$ cat config.mk
export PLATFORM = sky130hd
export DESIGN_NAME = microwave_timer_flat
export DESIGN_NICKNAME = d
export VERILOG_FILES = /design/src/rtl/microwave_timer_if.sv /design/src/rtl/microwave_timer.sv /design/src/flat_wrapper.sv
export SDC_FILE = /design/constraint.sdc
export NUM_CORES = 1
export LEC_CHECK = 0
export CAP_MARGIN = 0
export CORE_MARGIN = 5
export CORE_UTILIZATION = 52
export CTS_CLUSTER_DIAMETER = 50
export DETAILED_ROUTE_END_ITERATION = 7
export PLACE_DENSITY = 0.78
export SETUP_SLACK_MARGIN = 0.4
export SLEW_MARGIN = 20
export SYNTH_ARGS = -nofsm -noshare
export SYNTH_HDL_FRONTEND = slang
export SYNTH_SLANG_ARGS = --single-unit
export TNS_END_PERCENT = 50
$ cat constraint.sdc
create_clock -name clk -period 2.5 [get_ports clk]
set_input_delay 0.25 -clock clk [delete_from_list [all_inputs] [get_ports clk]]
set_output_delay 0.25 -clock clk [all_outputs]
set_load 0.01 [all_outputs]
$ cat src/rtl/microwave_timer_if.sv
//------------------------------------------------------------------------------
// Module   : microwave_timer_if
// Brief    : Keypad / magnetron / display bundle between the microwave
//            controller side and the countdown timer.
// Revision : 1.0 - initial release
//------------------------------------------------------------------------------
`default_nettype none

interface microwave_timer_if;
  logic       clearn;       // keypad CLEAR, active low
  logic [3:0] digit;        // BCD keypad digit
  logic       digit_valid;  // one-cycle strobe qualifying digit
  logic       mag_on;       // magnetron enable from the control block
  logic       timer_done;   // time expired (level)
  logic [3:0] min_tens;
  logic [3:0] min_ones;
  logic [3:0] sec_tens;
  logic [3:0] sec_ones;
  logic       beep;         // end-of-cook beeper

  // Controller / keypad side
  modport master (
    output clearn, digit, digit_valid, mag_on,
    input  timer_done, min_tens, min_ones, sec_tens, sec_ones, beep
  );

  // Timer side
  modport slave (
    input  clearn, digit, digit_valid, mag_on,
    output timer_done, min_tens, min_ones, sec_tens, sec_ones, beep
  );
endinterface

`default_nettype wire

$ cat src/rtl/microwave_timer.sv
//------------------------------------------------------------------------------
// Module   : microwave_timer
// Brief    : Four-digit BCD mm:ss countdown timer. Digits are shifted in from
//            the keypad, decremented once per TICK_DIV clocks while the
//            magnetron runs, and timer_done is raised on reaching 00:00.
//            Optional end-of-cook beeper enabled by defining TIMER_BEEP_EN.
// Revision : 1.0 - initial release
//------------------------------------------------------------------------------
`default_nettype none

module microwave_timer #(
  parameter int TICK_DIV   = 100,  // clock cycles per one-second tick (>= 2)
  parameter int BEEP_TICKS = 3     // beep length in seconds (beeper build only)
) (
  input  wire logic          clk,
  input  wire logic          reset,
  microwave_timer_if.slave   bus
);

  // State encoding
  localparam logic [1:0] ST_IDLE  = 2'd0;
  localparam logic [1:0] ST_ENTRY = 2'd1;
  localparam logic [1:0] ST_RUN   = 2'd2;
  localparam logic [1:0] ST_DONE  = 2'd3;

  // Prescaler sizing; a width of at least one bit keeps TICK_DIV=2 legal
  localparam int              PW         = (TICK_DIV > 2) ? $clog2(TICK_DIV) : 1;
  localparam logic [PW-1:0]   PRESC_LAST = PW'(TICK_DIV - 1);

  logic [1:0]    state_q, state_d;
  logic [3:0]    min_tens_q, min_tens_d;
  logic [3:0]    min_ones_q, min_ones_d;
  logic [3:0]    sec_tens_q, sec_tens_d;
  logic [3:0]    sec_ones_q, sec_ones_d;
  logic [PW-1:0] presc_q, presc_d;
  logic          timer_done_q, timer_done_d;

  // One-second-down values of the current display
  logic [3:0]    dec_min_tens, dec_min_ones, dec_sec_tens, dec_sec_ones;
  logic          dec_zero;
  logic          time_nz;
  logic          entry_ok;
  logic          enter_done;

  // A keypad digit is taken only when valid BCD, magnetron off and not counting
  assign entry_ok = bus.digit_valid && (bus.digit <= 4'd9) && !bus.mag_on &&
                    (state_q != ST_RUN);

  assign time_nz = |{min_tens_q, min_ones_q, sec_tens_q, sec_ones_q};

  // BCD borrow chain: seconds wrap 0->9 / tens 0->5, minutes ones 0->9.
  // Seconds entered above 59 simply count down digit-wise.
  always_comb begin
    dec_min_tens = min_tens_q;
    dec_min_ones = min_ones_q;
    dec_sec_tens = sec_tens_q;
    dec_sec_ones = sec_ones_q;
    if (sec_ones_q != 4'd0) begin
      dec_sec_ones = sec_ones_q - 4'd1;
    end else begin
      dec_sec_ones = 4'd9;
      if (sec_tens_q != 4'd0) begin
        dec_sec_tens = sec_tens_q - 4'd1;
      end else begin
        dec_sec_tens = 4'd5;
        if (min_ones_q != 4'd0) begin
          dec_min_ones = min_ones_q - 4'd1;
        end else begin
          dec_min_ones = 4'd9;
          // From 00:00 the chain never runs (RUN is left on reaching zero),
          // so the top digit simply saturates at 0.
          if (min_tens_q != 4'd0) begin
            dec_min_tens = min_tens_q - 4'd1;
          end
        end
      end
    end
  end

  assign dec_zero = ~|{dec_min_tens, dec_min_ones, dec_sec_tens, dec_sec_ones};

  // Main next-state logic: clear first, then keypad entry, then the FSM
  always_comb begin
    state_d      = state_q;
    min_tens_d   = min_tens_q;
    min_ones_d   = min_ones_q;
    sec_tens_d   = sec_tens_q;
    sec_ones_d   = sec_ones_q;
    presc_d      = presc_q;
    timer_done_d = timer_done_q;

    if (!bus.clearn) begin
      state_d      = ST_IDLE;
      min_tens_d   = 4'd0;
      min_ones_d   = 4'd0;
      sec_tens_d   = 4'd0;
      sec_ones_d   = 4'd0;
      presc_d      = '0;
      timer_done_d = 1'b0;
    end else if (entry_ok) begin
      // New digit enters on the right, display scrolls left
      min_tens_d   = min_ones_q;
      min_ones_d   = sec_tens_q;
      sec_tens_d   = sec_ones_q;
      sec_ones_d   = bus.digit;
      state_d      = ST_ENTRY;
      timer_done_d = 1'b0;
    end else begin
      case (state_q)
        ST_IDLE, ST_ENTRY: begin
          if (bus.mag_on) begin
            if (time_nz) begin
              // Start counting; this edge is not a prescaler cycle
              state_d = ST_RUN;
            end else begin
              // Nothing to cook: report done so the magnetron is shut off
              state_d      = ST_DONE;
              timer_done_d = 1'b1;
            end
          end
        end
        ST_RUN: begin
          // mag_on low pauses: prescaler and digits simply hold
          if (bus.mag_on) begin
            if (presc_q == PRESC_LAST) begin
              presc_d    = '0;
              min_tens_d = dec_min_tens;
              min_ones_d = dec_min_ones;
              sec_tens_d = dec_sec_tens;
              sec_ones_d = dec_sec_ones;
              if (dec_zero) begin
                state_d      = ST_DONE;
                timer_done_d = 1'b1;
              end
            end else begin
              presc_d = presc_q + PW'(1);
            end
          end
        end
        ST_DONE: begin
          min_tens_d   = 4'd0;
          min_ones_d   = 4'd0;
          sec_tens_d   = 4'd0;
          sec_ones_d   = 4'd0;
          timer_done_d = 1'b1;
        end
        default: begin
          state_d = ST_IDLE;
        end
      endcase
    end
  end

  // Pulse on the edge that moves the FSM into DONE
  assign enter_done = (state_d == ST_DONE) && (state_q != ST_DONE);

  // Timer state registers with synchronous reset
  always_ff @(posedge clk) begin
    if (reset) begin
      state_q      <= ST_IDLE;
      min_tens_q   <= 4'd0;
      min_ones_q   <= 4'd0;
      sec_tens_q   <= 4'd0;
      sec_ones_q   <= 4'd0;
      presc_q      <= '0;
      timer_done_q <= 1'b0;
    end else begin
      state_q      <= state_d;
      min_tens_q   <= min_tens_d;
      min_ones_q   <= min_ones_d;
      sec_tens_q   <= sec_tens_d;
      sec_ones_q   <= sec_ones_d;
      presc_q      <= presc_d;
      timer_done_q <= timer_done_d;
    end
  end

`ifdef TIMER_BEEP_EN
  localparam int            BEEP_TOTAL = BEEP_TICKS * TICK_DIV;
  localparam int            BW         = (BEEP_TOTAL > 2) ? $clog2(BEEP_TOTAL) : 1;
  localparam logic [BW-1:0] BEEP_LAST  = BW'(BEEP_TOTAL - 1);

  logic          beep_q, beep_d;
  logic [BW-1:0] beep_cnt_q, beep_cnt_d;

  // Beeper: loaded on entering DONE, counts down the remaining high cycles
  always_comb begin
    beep_d     = beep_q;
    beep_cnt_d = beep_cnt_q;
    if (!bus.clearn || entry_ok) begin
      beep_d     = 1'b0;
      beep_cnt_d = '0;
    end else if (enter_done) begin
      beep_d     = 1'b1;
      beep_cnt_d = BEEP_LAST;
    end else if (beep_q) begin
      if (beep_cnt_q == '0) begin
        beep_d = 1'b0;
      end else begin
        beep_cnt_d = beep_cnt_q - BW'(1);
      end
    end
  end

  // Beeper registers with synchronous reset
  always_ff @(posedge clk) begin
    if (reset) begin
      beep_q     <= 1'b0;
      beep_cnt_q <= '0;
    end else begin
      beep_q     <= beep_d;
      beep_cnt_q <= beep_cnt_d;
    end
  end

  assign bus.beep = beep_q;
`else
  // Beeper not built; the DONE-entry pulse has no consumer
  logic unused_enter_done;
  assign unused_enter_done = enter_done;
  assign bus.beep          = 1'b0;
`endif

  assign bus.timer_done = timer_done_q;
  assign bus.min_tens   = min_tens_q;
  assign bus.min_ones   = min_ones_q;
  assign bus.sec_tens   = sec_tens_q;
  assign bus.sec_ones   = sec_ones_q;

endmodule

`default_nettype wire

$ cat src/flat_wrapper.sv
// flat-port wrapper written by rule: the top's interface ports become plain ports
module microwave_timer_flat 
#(
  parameter int TICK_DIV   = 100,                                            
  parameter int BEEP_TICKS = 3                                                  
)
  (clk, reset, bus_clearn, bus_digit, bus_digit_valid, bus_mag_on, bus_timer_done, bus_min_tens, bus_min_ones, bus_sec_tens, bus_sec_ones, bus_beep);
  microwave_timer_if bus_i ();
  input  wire logic clk;
  input  wire logic reset;
  input wire logic [$bits(bus_i.clearn)-1:0] bus_clearn;
  input wire logic [$bits(bus_i.digit)-1:0] bus_digit;
  input wire logic [$bits(bus_i.digit_valid)-1:0] bus_digit_valid;
  input wire logic [$bits(bus_i.mag_on)-1:0] bus_mag_on;
  output wire logic [$bits(bus_i.timer_done)-1:0] bus_timer_done;
  output wire logic [$bits(bus_i.min_tens)-1:0] bus_min_tens;
  output wire logic [$bits(bus_i.min_ones)-1:0] bus_min_ones;
  output wire logic [$bits(bus_i.sec_tens)-1:0] bus_sec_tens;
  output wire logic [$bits(bus_i.sec_ones)-1:0] bus_sec_ones;
  output wire logic [$bits(bus_i.beep)-1:0] bus_beep;
  assign bus_i.clearn = bus_clearn;
  assign bus_i.digit = bus_digit;
  assign bus_i.digit_valid = bus_digit_valid;
  assign bus_i.mag_on = bus_mag_on;
  assign bus_timer_done = bus_i.timer_done;
  assign bus_min_tens = bus_i.min_tens;
  assign bus_min_ones = bus_i.min_ones;
  assign bus_sec_tens = bus_i.sec_tens;
  assign bus_sec_ones = bus_i.sec_ones;
  assign bus_beep = bus_i.beep;
  microwave_timer #(.TICK_DIV(TICK_DIV), .BEEP_TICKS(BEEP_TICKS)) u_core (.clk(clk), .reset(reset), .bus(bus_i));
endmodule
After elaboration in Yosys (flattened, before gate mapping)
Cells that the tools add are included.
{"block": "word_totals", "output_inout_bits": 18, "reg_bits": 26, "word_cells": 92, "input_bits": 9}
{"block": "classes", "eq_ne": 14, "bitwise_logic": 2, "order_cmp": 1, "add_sub_neg": 5, "muxes": 40, "reduce_logical": 22}
{"op": "$mux 4", "count": 22}
{"op": "$pmux 4 s2", "count": 4}
{"op": "$reduce_or 16->1", "count": 2}
{"op": "$reduce_bool 4->1", "count": 4}
{"op": "$sub 4x1->4 const B", "count": 4}
{"op": "$reduce_and 5->1", "count": 3}
{"op": "$ne 2x2->1 const B", "count": 5}
{"op": "$ne 3x2->1 const B", "count": 3}
{"op": "$mux 2", "count": 4}
{"op": "$add 7x1->7 const B", "count": 1}
{"op": "$eq 7x7->1 const B", "count": 1}
{"op": "$mux 1", "count": 7}
{"op": "$mux 7", "count": 1}
{"op": "$reduce_and 3->1", "count": 2}
{"op": "$reduce_bool 3->1", "count": 2}
{"op": "$eq 2x2->1 const B", "count": 2}
{"op": "$le 4x4->1 const B", "count": 1}
{"op": "$pmux 2 s2", "count": 1}
{"op": "$reduce_or 2->1", "count": 2}
{"op": "$logic_and 1x1->1", "count": 3}
{"op": "$ne 3x1->1 const B", "count": 1}
{"op": "$pmux 1 s3", "count": 1}
{"op": "$reduce_or 3->1", "count": 1}
{"op": "$eq 2x1->1 const B", "count": 1}
{"op": "5 further kinds", "count": 6}

Logic depth before layout (Yosys ltp)
{"block": "depth", "word_depth": 11, "mapped_depth": 7, "ltp_nobuf": 6}

Least setup slack after synthesis
No wires, ideal clock.
{"block": "synth_path", "kind": "register -> register", "startpoint": "register u_core.sec_ones_q[0] (netlist: u_core.bus.sec_ones[0])", "endpoint": "register u_core.min_ones_q[2] (netlist: u_core.bus.min_ones[2])", "path_stages_with_launch": 8, "required_ns": 2.377, "n_path_buf": 2, "synth_period_minus_slack_ns": 2.175, "arrival_ns": 2.052, "setup_slack_ns": 0.325, "setup_time_ns": 0.123, "path_cell_list": "dfxtp_1 > buf_6 > or4_4 > buf_6 > nor4_1 > mux2_1 > a221oi_1 > nor2_1"}
{"block": "synth_between", "elab_chain_len": 6}
{"element": "from (decl)", "line": "microwave_timer.sv:34", "rtl": "logic [3:0] sec_ones_q, sec_ones_d;"}
{"element": "from (signal assigned)", "line": "microwave_timer.sv:172", "rtl": "sec_ones_q <= sec_ones_d;"}
{"element": "$reduce_bool 4->1", "line": "microwave_timer.sv:58", "rtl": "if (sec_ones_q != 4'd0) begin"}
{"element": "$mux 4", "line": "microwave_timer.sv:58"}
{"element": "$mux 4", "line": "microwave_timer.sv:125", "rtl": "if (presc_q == PRESC_LAST) begin"}
{"element": "$mux 4", "line": "microwave_timer.sv:124", "rtl": "if (bus.mag_on) begin"}
{"element": "$pmux 4 s2", "line": "microwave_timer.sv:109", "rtl": "case (state_q)"}
{"element": "$mux 4", "line": "microwave_timer.sv:100", "rtl": "end else if (entry_ok) begin"}
{"element": "to (signal assigned)", "line": "microwave_timer.sv:170", "rtl": "min_ones_q <= min_ones_d;"}
{"element": "to (decl)", "line": "microwave_timer.sv:32", "rtl": "logic [3:0] min_ones_q, min_ones_d;"}
Every way passes these cells. The select of a mux whose other input is x is not followed.
A chain may end at the register's enable or synchronous reset.

Worst setup path in the final report
{"block": "layout_path", "startpoint": "register u_core.sec_ones_q[1] (netlist: u_core.bus.sec_ones[1])", "endpoint": "register u_core.min_ones_q[1] (netlist: u_core.bus.min_ones[1])"}
Same word-level chain as after synthesis.

==> out/results.md <==
| Quantity | This run | Unit |
| --- | --- | --- |
| Startpoint of the worst hold path | u_core.presc_q[1] | - |
| Fraction of layout cells with a size suffix above 1 | 11.9 | % |
| Setup repair after global routing missed its margin | true | - |
| CP max FO | 7 | - |
| Power per unit of standard cell area | 461 | nW/µm² |
| Sink of the worst hold path | u_core.presc_q[1] | - |
| Final Cycle Share | 82.1 | % |
| Combined area of all synthesized cells | 1600 | µm² |
| TritonCTS clock tree | yes | - |
| Cts bufs inserted | 3 | - |
| Outcome | completed | - |
| DRC viols | 0 | - |
| Overall track demand over capacity in global routing | 20.6 | % |
| Largest net degree at the start of global routing | 16 | - |
| Final ANT Viol Nets | 0 | - |
| Max stage delay on crit path | 0.62 | ns |
| Buffer and inverter count on the worst path | 0 | - |
| Setup TNS | 0 | ns |
| Core occupancy in the finished layout | 66.1 | % |
| Number of global-route vias before repair | 1576 | - |
| Depth of the most critical reg-to-reg path | 5 | - |
| Type of destination of the critical path | register | - |
| Worst IR drop on VDD | 0.000249 | V |
| Arrival time worst endpoint | 2.28 | ns |
| Type of element launching the critical path | register | - |
| Input/output buffers | 25 | - |
| Top_reg_cell synth | dfxtp_1 | - |
| Endpoint of the worst register-to-register path | u_core.bus.min_ones[1] | - |
| Final critical-path required period | 2.05 | ns |
| Net count reported at finish | 248 | - |
| Total congestion overflow after global routing | 0 | - |
| Worst-path clk slew | 0.14 | ns |
| Delay-heaviest family, CP | simple AND/OR/NAND/NOR gates | - |
| Count of clock tree sinks | 26 | - |
| Share of synthesized registers carrying an async set or reset | 0 | % |
| Vias post-DR | 1698 | - |
| Die X | 65.4 | µm |
| Number of instances in the synthesized netlist | 208 | - |
| Number of buffers inserted by hold repair at cts | 0 | - |
| Final total power | 0.914 | mW |
| Setup Viol. Count Final | 0 | - |
| CTS H-Tree Depth | 1 | - |
| GR Util met2 | 34.6 | % |
| Area leader, netlist | dfxtp_1 | - |
| Fillers | 258 | - |
| Slowest cell on the critical path | or4_4 | - |
| Area growth, synth to finish | 24.3 | % |
| Clock Latency Late Sink | 0.32 | ns |
| Final weighted congestion of routability-driven global placement | 0.905 | - |
| Required time of the critical path | 2.72 | ns |
| Global-route wire length before repair | 7.09 | mm |
| Commonest cells after routing, fill and taps aside | 34 x nor2_1, 25 x clkdlybuf4s50_1, 24 x dfxtp_1, 17 x a21oi_1 | - |
| Worst Max-Slew Pin Slew | 0.612 | ns |
| Area used by multi-input combinational logic | 1030 | µm² |
| Routed len/inst | 16.2 | µm |
| Root buffer cell | clkbuf_4 | - |
| Met3 Track Usage GR | 2.56 | % |
| Count of final max-slew check failures | 0 | - |
| Vertical extent of the die | 65.4 | µm |
| Initial antenna violation count | 0 | - |
| RR Startpoint | u_core.bus.sec_ones[1] | - |
| Sequential fraction of the synthesis area | 32.6 | % |
| Largest clock skew in the final design | 0.00307 | ns |
| Worst min path class | register to register | - |
| Post-synth EDFFs | 0 | - |
| Mean Syn Cell Area | 7.68 | µm² |
| Bufs on Longest Clock Path | 2 | - |
| Cell breakdown of the critical path | or4_4, nor3_4, mux2_1, a221oi_1, nor2_1 | - |
| Kind of critical path | register to register | - |
| Top-level I/O count | 27 | - |
| Top cells by area in the synthesized netlist | dfxtp_1 33%, nor2_1 8.0%, a21oi_1 5.3% | - |
| Static power due to leakage | 0.736 | nW |
| Placed Area | 1900 | µm² |
| GR Util met1 | 26.8 | % |
| Storage element area | 526 | µm² |
| Post-placement worst setup slack | 0.354 | ns |
| Total wire length | 4.35 | mm |
| Number of warnings issued by yosys | 0 | - |
| Number of core rows | 20 | - |
| GRT Max-Usage Layer | met2 | - |
| Detailed Route Iter0 Violations | 143 | - |
| Detailed placement HPWL | 3.07 | mm |
| Max-cap violation count | 0 | - |
| Area fraction of the dominant cell type after synthesis | 32.6 | % |
| Achievable Freq | 487 | MHz |
| Net count after synthesis | 219 | - |
| Core box area | 3000 | µm² |
| Post-synthesis cell type count | 52 | - |
| N_diodes | 0 | - |
| Hold path cells | 2 | - |
| Worst Slack Setup Final | 0.447 | ns |
| Number of synthesized register bits | 26 | - |
| Starting Density | 53.2 | % |
| Leading cell type in the layout, fill and taps excluded | nor2_1 | - |
| Final standard cell area without fillers | 1980 | µm² |
| Detailed-routing iteration count for the pre-antenna-repair pass | 4 | - |
| Full die area | 4280 | µm² |
| Worst reg-to-reg setup slack | 0.45 | ns |
| Via density per instance | 6.31 | - |
| Headroom to the max-slew limit | 58.8 | % |
| Final Hold Violating Endpoints | 0 | - |
[what timing repair did]
item	CTS	global route
buffers inserted	0	3
gates resized for setup	0	6
endpoints found under the setup margin	0	3
[worst max path at each step]
| stage | slack (ns) | endpoint | depth (start not counted) | start |
|---|---|---|---|---|
| floorplan | 0.40 | u_core.bus.min_ones[2] | 7 | u_core.bus.sec_ones[0] |
| global placement | 0.38 | u_core.bus.sec_ones[2] | 6 | bus_mag_on |
| detailed placement | 0.35 | u_core.bus.sec_ones[2] | 6 | bus_mag_on |
| CTS | 0.40 | u_core.bus.min_tens[1] | 5 | u_core.bus.sec_ones[1] |
| global route | 0.37 | u_core.bus.min_tens[2] | 6 | u_core.bus.min_ones[0] |
| finish | 0.45 | u_core.bus.min_ones[1] | 5 | u_core.bus.sec_ones[1] |
[power breakdown]
group	internal (mW)	total, mW	leakage, nW	switching [mW]
combinational	0.120	0.253	0.503	0.133
sequential	0.425	0.445	0.212	0.0195
clock	0.0890	0.217	0.0210	0.128
total	0.634	0.914	0.736	0.280
[metal layers]
| layer | part of all wire, % | vias up | wire length [µm] |
|---|---|---|---|
| li1 | - | 820 | - |
| met1 | 43 | 807 | 1880 |
| met2 | 49 | 64 | 2130 |
| met3 | 6.6 | 7 | 287 |
| met4 | 1.2 | 0 | 53 |
| met5 | 0 | - | 0 |
[Yosys cell counts (3+ instances only)]
library cell,n
nor3_1,15
a221oi_1,3
xnor2_1,3
xor2_1,3
nand2_1,12
dfxtp_1,26
a21oi_1,17
clkbuf_1,9
a22o_1,3
o21a_1,3
o21ai_0,14
nor4_1,5
nor2_1,34
nand2b_1,4
inv_1,4
nand3_1,4
[registers in the layout (all words and copies together), names as in the netlist]
| name | flops |
|---|---|
| u_core.bus.min_ones | 4 |
| u_core.bus.min_tens | 4 |
| u_core.bus.sec_ones | 4 |
| u_core.bus.sec_tens | 4 |
| u_core.bus.timer_done | 1 |
| u_core.presc_q | 7 |
| u_core.state_q | 2 |
[metrics by stage]
step,std cells,hold WS [ns]
after floorplan,208,0.442
after global placement,262,0.467
after detailed placement,262,0.484
after CTS,266,0.503
after global routing,269,0.542
final,269,0.499
[cells by family (layout without fill, tap and decap cells)]
logic type / Yosys count / count (layout) / synth area share [%]
AND/OR/NAND/NOR: 92 / 92 / 30.2
AO/OA/AOI/OAI: 61 / 61 / 24.5
flip-flops: 26 / 26 / 32.6
buffers and inverters: 16 / 44 / 4.94
XOR/XNOR: 6 / 6 / 3.29
multiplexers: 4 / 4 / 2.74
adder cells (fa/ha/maj): 2 / 2 / 1.57
other: 1 / 1 / 0.235
[area by class of cell]
class / instances / share of cell area (%)
Timing Repair Buffer: 36 / 16.8
Inverter: 4 / 0.757
Sequential cell: 26 / 26.5
Clock buffer: 4 / 1.83
Tap cell: 33 / 2.08
Multi-Input combinational cell: 166 / 52.1
[worst reg2reg max path, stage by stage, from the launching register on]
cell and delay (ns):
dfxtp_4 0.37, or4_4 0.62, nor3_4 0.26, mux2_1 0.35, a221oi_1 0.29, nor2_1 0.08
No activity file was read; power rests on OpenSTA's default activity.
